<file path="config.mk">
export PLATFORM = sky130hd
export DESIGN_NAME = dual_asy_rd_seq
export DESIGN_NICKNAME = d
export VERILOG_FILES = /design/src/rtl/dual_asy_rd_seq.sv
export SDC_FILE = /design/constraint.sdc
export NUM_CORES = 1
export LEC_CHECK = 0
export CELL_PAD_IN_SITES_DETAIL_PLACEMENT = 1
export CELL_PAD_IN_SITES_GLOBAL_PLACEMENT = 1
export CORE_ASPECT_RATIO = 1.25
export CORE_UTILIZATION = 49
export CTS_CLUSTER_DIAMETER = 80
export DETAILED_ROUTE_END_ITERATION = 16
export PLACE_DENSITY_LB_ADDON = 0.1
export RECOVER_POWER = 50
export SETUP_SLACK_MARGIN = 0.02
export SYNTH_ARGS = -nofsm -noshare
export SYNTH_HDL_FRONTEND = slang
export SYNTH_SLANG_ARGS = --single-unit
</file>
<file path="constraint.sdc">
create_clock -name rd_clk -period 3.7 [get_ports rd_clk]
set_input_delay 0.555 -clock rd_clk [delete_from_list [all_inputs] [get_ports rd_clk]]
set_output_delay 0.555 -clock rd_clk [all_outputs]
set_load 0.02 [all_outputs]
</file>
<file path="src/rtl/dual_asy_rd_seq.sv">
// Read-burst sequencer for the dual_asy RAM read port. It issues len single-word
// reads from base and streams the returned words out through a 4-entry valid/ready buffer.
module dual_asy_rd_seq #(
  parameter int wi  = 8,
  parameter int dep = 16,
  parameter int add = 4
) (
  input  logic           rd_clk,
  input  logic           rst,
  input  logic           start,
  input  logic [add-1:0] base,
  input  logic [add:0]   len,
  output logic           busy,
  output logic           done,
  output logic           rd,
  output logic [add-1:0] ra,
  input  logic [wi-1:0]  dout,
  output logic [wi-1:0]  m_data,
  output logic           m_valid,
  input  logic           m_ready
);

  typedef enum logic [1:0] {IDLE, RUN, DRAIN, FIN} state_t;

  state_t         state, state_nxt;
  logic [add-1:0] base_q;
  logic [add:0]   len_q, len_eff;
  logic [add:0]   icnt, ocnt;
  logic           pend;
  logic [wi-1:0]  buf_mem [4];
  logic [1:0]     head, tail;
  logic [2:0]     bcnt;
  logic           push, pop, issue, room;
  logic [add-1:0] issue_addr;

  // Lengths above the RAM depth would reread addresses, so they are clamped.
  assign len_eff = (len > (add+1)'(dep)) ? (add+1)'(dep) : len;

  // Words already buffered plus reads still in flight must fit in the buffer.
  assign room = (bcnt + 3'(rd) + 3'(pend)) < 3'd4;

  assign push = pend;
  assign pop  = m_valid & m_ready;

  assign m_valid = (bcnt != 3'd0);
  assign m_data  = m_valid ? buf_mem[head] : '0;
  assign busy    = (state != IDLE);
  assign done    = (state == FIN);

  assign issue_addr = (state == IDLE) ? base : base_q + icnt[add-1:0];

  // NOTE: every signal written here gets a default first, so no path leaves it unassigned and no latch is inferred.
  always_comb begin
    state_nxt = state;
    issue     = 1'b0;
    case (state)
      IDLE: begin
        if (start) begin
          if (len_eff == '0) begin
            state_nxt = FIN;
          end else begin
            state_nxt = RUN;
            issue     = 1'b1;
          end
        end
      end
      RUN: begin
        if (icnt == len_q) state_nxt = DRAIN;
        else               issue     = room;
      end
      DRAIN: begin
        if (pop && (ocnt + (add+1)'(1)) == len_q) state_nxt = FIN;
      end
      FIN:     state_nxt = IDLE;
      default: state_nxt = IDLE;
    endcase
  end

  // NOTE: state registers use non-blocking assignments so every flop samples pre-edge values.
  always_ff @(posedge rd_clk or negedge rst) begin
    if (!rst) begin
      state  <= IDLE;
      base_q <= '0;
      len_q  <= '0;
      icnt   <= '0;
      ocnt   <= '0;
      rd     <= 1'b0;
      ra     <= '0;
      pend   <= 1'b0;
      head   <= '0;
      tail   <= '0;
      bcnt   <= '0;
    end else begin
      state <= state_nxt;
      rd    <= issue;
      pend  <= rd;
      if (issue) ra <= issue_addr;

      if (state == IDLE) begin
        if (start) begin
          base_q <= base;
          len_q  <= len_eff;
          icnt   <= issue ? (add+1)'(1) : '0;
          ocnt   <= '0;
        end
      end else begin
        if (issue) icnt <= icnt + (add+1)'(1);
        if (pop)   ocnt <= ocnt + (add+1)'(1);
      end

      if (push) tail <= tail + 2'd1;
      if (pop)  head <= head + 2'd1;
      case ({push, pop})
        2'b10:   bcnt <= bcnt + 3'd1;
        2'b01:   bcnt <= bcnt - 3'd1;
        default: bcnt <= bcnt;
      endcase
    end
  end

  // NOTE: buffer storage is not reset; bcnt marks which entries are live and m_data is gated to 0 when empty.
  always_ff @(posedge rd_clk) begin
    if (push) buf_mem[tail] <= dout;
  end

endmodule

</file>
== Yosys cells after proc, flatten, opt, wreduce, memory -nomap -nowiden ==
Memory sizes are Yosys's and may differ from the RTL's.
Cells that the tools add are included.
Storage, ports and cells
  memories kept: 1
  latch bits: 0
  bits of input ports: 21
  word-level logic and storage cells: 68
  flip-flop bits (word level): 34
  memory bits (writable): 32
  ROM bits: 0
  output and inout bits: 16
Memories
  buf_mem: depth 4, width 8, rd ports 1, clocked after Yosys merged registers in 0, wr ports 1, line 30  | logic [wi-1:0] buf_mem [4];
Cells by class
  multipliers: 0
  bitwise operators: 1
  shifts and indexed selects: 0
  multiplexer cells: 22
  equality and inequality tests: 10
  divide/modulo/power cells: 0
  reductions and logical operators: 12
  add/subtract/negate cells: 9
  $lt $le $gt $ge: 2
Operator list (count)
  $mux W5: 7
  $add A5 B1 Y5 const B: 2
  $eq A5 B5 Y1: 2
  $mux W2: 4
  $mux W8: 1
  $pmux W2 S4: 1
  $reduce_bool A2 Y1: 4
  $add A3 B1 Y3: 2
  $eq A2 B2 Y1 const B: 3
  $mux W1: 6
  $ne A2 B2 Y1 const B: 3
  $pmux W3 S2: 1
  $reduce_and A2 Y1: 3
  $gt A5 B5 Y1 const B: 1
  $logic_not A5 Y1: 1
  $add A2 B1 Y2 const B: 2
  $add A4 B4 Y4: 1
  $eq A2 B1 Y1 const B: 2
  $mux W4: 1
  $add A3 B1 Y3 const B: 1
  $lt A3 B3 Y1 const B: 1
  $reduce_and A3 Y1: 1
  $reduce_bool A3 Y1: 1
  $sub A3 B1 Y3 const B: 1
  4 further kinds: 4

== Longest topological paths before layout ==
  depth in word-level cells: 9
  depth in mapped cells: 8

== Worst setup path before layout ==
Ideal clock, no wire load.
  kind: reg-to-output
  from: reg head[0]
  to: out m_data[0]
  arrival time: 1.272 ns
  slack: 1.873 ns
  stages on the path, launching flop included: 4
  cell sequence: dfrtp_1 buf_2 mux4_2 nor2b_1
On the way
  longest elaborated chain between the ends: 2
Ends and longest elaborated chain
  start: declaration: line 31  | logic [1:0] head, tail;
  start signal: assignment: line 112  | if (pop) head <= head + 2'd1;
  $mem_v2 Z4 W8
  $mux W8: line 46  | assign m_data = m_valid ? buf_mem[head] : '0;
  end: declaration: line 18  | output logic [wi-1:0] m_data,
No other way between the ends.

== Worst setup path after layout ==
  from: reg state[0]
  to: out busy
On the way
  longest elaborated chain between the ends: 1
Ends and longest elaborated chain
  start: declaration: line 25  | state_t state, state_nxt;
  start signal: assignment: line 94  | state <= state_nxt;
  $reduce_bool A2 Y1: line 47  | assign busy = (state != IDLE);
  end: declaration: line 13  | output logic busy,
No other way between the ends.

==> metrics.csv <==
metric,value,unit
die_width,74.3,um
fmax,0.331,GHz
cts-resized-gates,0,
wl,6840,um
cts_setup_buffers,0,
period_needed,3.02,ns
dp_slack,1.05,ns
wl_per_cell,18.2,um
crit_fanout,17,
setup_viol,0,
final_common_cell,dfrtp_1,
drc,0,
synth_area,3200,um2
antenna_found_initial,0,
slowest_stage,clkdlybuf4s50_1,
drt_first_pass_iters,4,
power_density,877,nW/um2
tns,0,ns
crit_path_start_kind,flop,
status,finished with violations,
cts_tree,yes,
min_period_over_period,81.6,%
dpl_cell_area,3660,um2
synthXorXnorAreaFrac,6.57,%
slew_headroom,-30.6,%
htreeDepth,3,
cts_made_buffers,9,
crit_family,buffers and inverters,
final_antenna_net_count,0,
synth_fa_ha_area_share,7.11,%
final_cell_mix,"dfrtp_1 (34), edfxtp_1 (32), clkdlybuf4s50_1 (27)",
dp_hpwl,4980,um
seq_area_frac_synth,56.6,%
fin_area,3870,um2
die-area,6860,um2
finalClockSkew,0.00539,ns
core,6250,um2
grt_setup_unrepaired,no,
cp_num_buf_inv,3,
clkSinkCount,66,
first_global_vias,2263,
synth_top_family_by_area,multiplexers,
hold_path_class,reg2reg,
grt_max_degree,35,
clockRootBuffer,clkbuf_8,
endpoint_kind,primary output,
clockBufferDepth,2,
p_leak,1.52,nW
max_cap_violations,1,
ys_warn_count,0,
drive_gt1_share,14.4,%
fin_nets,325,
worst_ep_required_time,3.14,ns
worst_hold_slack,0.412,ns
gp_congestion,0.761,
hold_violations,0,
clk_pin_slew,0.07,ns
setup_ws,0.679,ns
drt_iter0_drc,83,
path_cells,inv_1 -> ha_1 -> clkinv_1 -> clkdlybuf4s50_1,
rows,32,
io_pins,37,
grt_remaining_overflow,0,
antenna_cells,0,
gr-usage-all-layers,22.9,%
muxShareOfSynthArea,10.4,%
violations,"max-capacitance violations, max-slew violations",
synth-compound-area-share,6.84,%
syn_to_final_growth,21.0,%
critPathKind,reg2out,
syn-num-nets,281,
worstPathArrival,2.47,ns
start_util,51.2,%
grt_pass1_wl,11300,um
synth_simple_gate_area_share,10.0,%
drv_slew,35,
clkLatencyLatePin,0.33,ns
die_h,92.4,um
vias,2038,
cts_hold_repair.buffers,0,
critPathMaxStageDelay,0.64,ns
synth_cell_type_count,40,
viasPerCell,5.41,
ir_drop,0.566,mV
synth_area_per_cell,13.2,um2
synthCells,243,
portBuffers,36,
worst_pin_slew,1.96,ns
synth_seq_cells,66,
[per-layer routing]
metal / global-route usage, % / part of all wire, % / wire, um
met1: 25.0 / 39 / 2670
met5: 0 / 0 / 0
met2: 40.3 / 55 / 3770
met3: 4.57 / 2.8 / 189
met4: 12.7 / 3.2 / 221
[stage by stage]
step                power, mW  util [%]  cells
global route             3.62      62.0    377
detailed placement       2.76      58.6    361
floorplan                2.23         -    243
CTS                      3.45      62.1    377
finish                   3.40      62.0    377
global placement         2.68      58.6    361
[where the power goes]
| group | leakage, nW | switching (mW) | internal, mW | total, mW |
|---|---|---|---|---|
| Clock | 0.0987 | 0.276 | 0.380 | 0.657 |
| Sequential | 0.714 | 0.242 | 1.00 | 1.24 |
| Combinational | 0.712 | 0.754 | 0.740 | 1.49 |
[logic make-up (layout without fill, tap and decap cells)]
| kind of cell | Yosys count | in the layout |
|---|---|---|
| xor gates and xnor gates | 24 | 24 |
| DFF | 66 | 66 |
| and+or+nand+nor | 63 | 63 |
| muxes | 22 | 22 |
| buffers and inverters | 20 | 69 |
| adders and majority gates | 17 | 17 |
| AOI/OAI and AO/OA | 31 | 31 |
[flip-flops by register name, indices dropped and copies added (netlist names)]
register and count:
tail 2, ra 4, len_q 5, ocnt 5, buf_mem 32, rd 1, state 2, bcnt 3
icnt 5, pend 1, head 2, base_q 4
[path summary, 6_finish.rpt]
| kind | from | cells after the start | end | slack [ns] |
|---|---|---|---|---|
| worst max-delay path | state[0] | 4 | busy | 0.68 |
| worst min-delay path | rd | 0 | pend | 0.41 |
| worst max register to register | state[0] | 5 | ra[3] | 1.12 |
| worst min register to register | rd | 0 | pend | 0.41 |
| max in group asynchronous | rst | 2 | head[1] | 1.27 |
| min in group asynchronous | rst | 2 | ra[3] | 1.30 |
[synthesized netlist by cell type]
| cell type | instances | area share (%) |
|---|---|---|
| a211oi_1 | 1 | 0.23 |
| a21o_1 | 1 | 0.23 |
| a21oi_1 | 4 | 0.63 |
| a2bb2oi_2 | 1 | 0.47 |
| and2_1 | 4 | 0.78 |
| and3_2 | 1 | 0.23 |
| buf_2 | 2 | 0.31 |
| clkbuf_1 | 3 | 0.35 |
| clkinv_1 | 1 | 0.12 |
| dfrtp_1 | 34 | 27 |
| edfxtp_1 | 32 | 30 |
| fa_1 | 2 | 1.3 |
| ha_1 | 15 | 5.9 |
| inv_1 | 13 | 1.5 |
| inv_2 | 1 | 0.12 |
| mux2_2 | 11 | 3.9 |
| mux2i_1 | 3 | 0.94 |
| mux4_2 | 8 | 5.6 |
| nand2_1 | 19 | 2.2 |
| nand2_2 | 1 | 0.20 |
| nand2b_1 | 4 | 0.78 |
| nand3_1 | 10 | 1.6 |
| nor2_1 | 9 | 1.1 |
| nor2b_1 | 8 | 1.6 |
| nor3_1 | 2 | 0.31 |
| o211ai_1 | 3 | 0.70 |
| o211ai_4 | 1 | 0.66 |
| o21a_1 | 1 | 0.23 |
| o21ai_0 | 13 | 2.0 |
| o21ai_1 | 1 | 0.16 |
| o21ai_2 | 1 | 0.27 |
| o2bb2ai_1 | 1 | 0.27 |
| o31a_1 | 1 | 0.27 |
| o31ai_2 | 1 | 0.39 |
| o41ai_1 | 1 | 0.27 |
| or2b_1 | 1 | 0.23 |
| or4_1 | 3 | 0.70 |
| or4_4 | 1 | 0.35 |
| xnor2_1 | 14 | 3.8 |
| xor2_1 | 10 | 2.7 |
[cell type report]
| type | instances | area, um2 |
|---|---|---|
| flip-flops and latches | 66 | 1810 |
| clock inverters | 6 | 91.3 |
| well taps | 85 | 106 |
| repair buffers | 38 | 372 |
| inverters | 15 | 56.3 |
| multi-input cells | 157 | 1310 |
| clock buffers | 10 | 128 |
| fillers | 647 | 2370 |
Power figures use the tool's default switching activity.
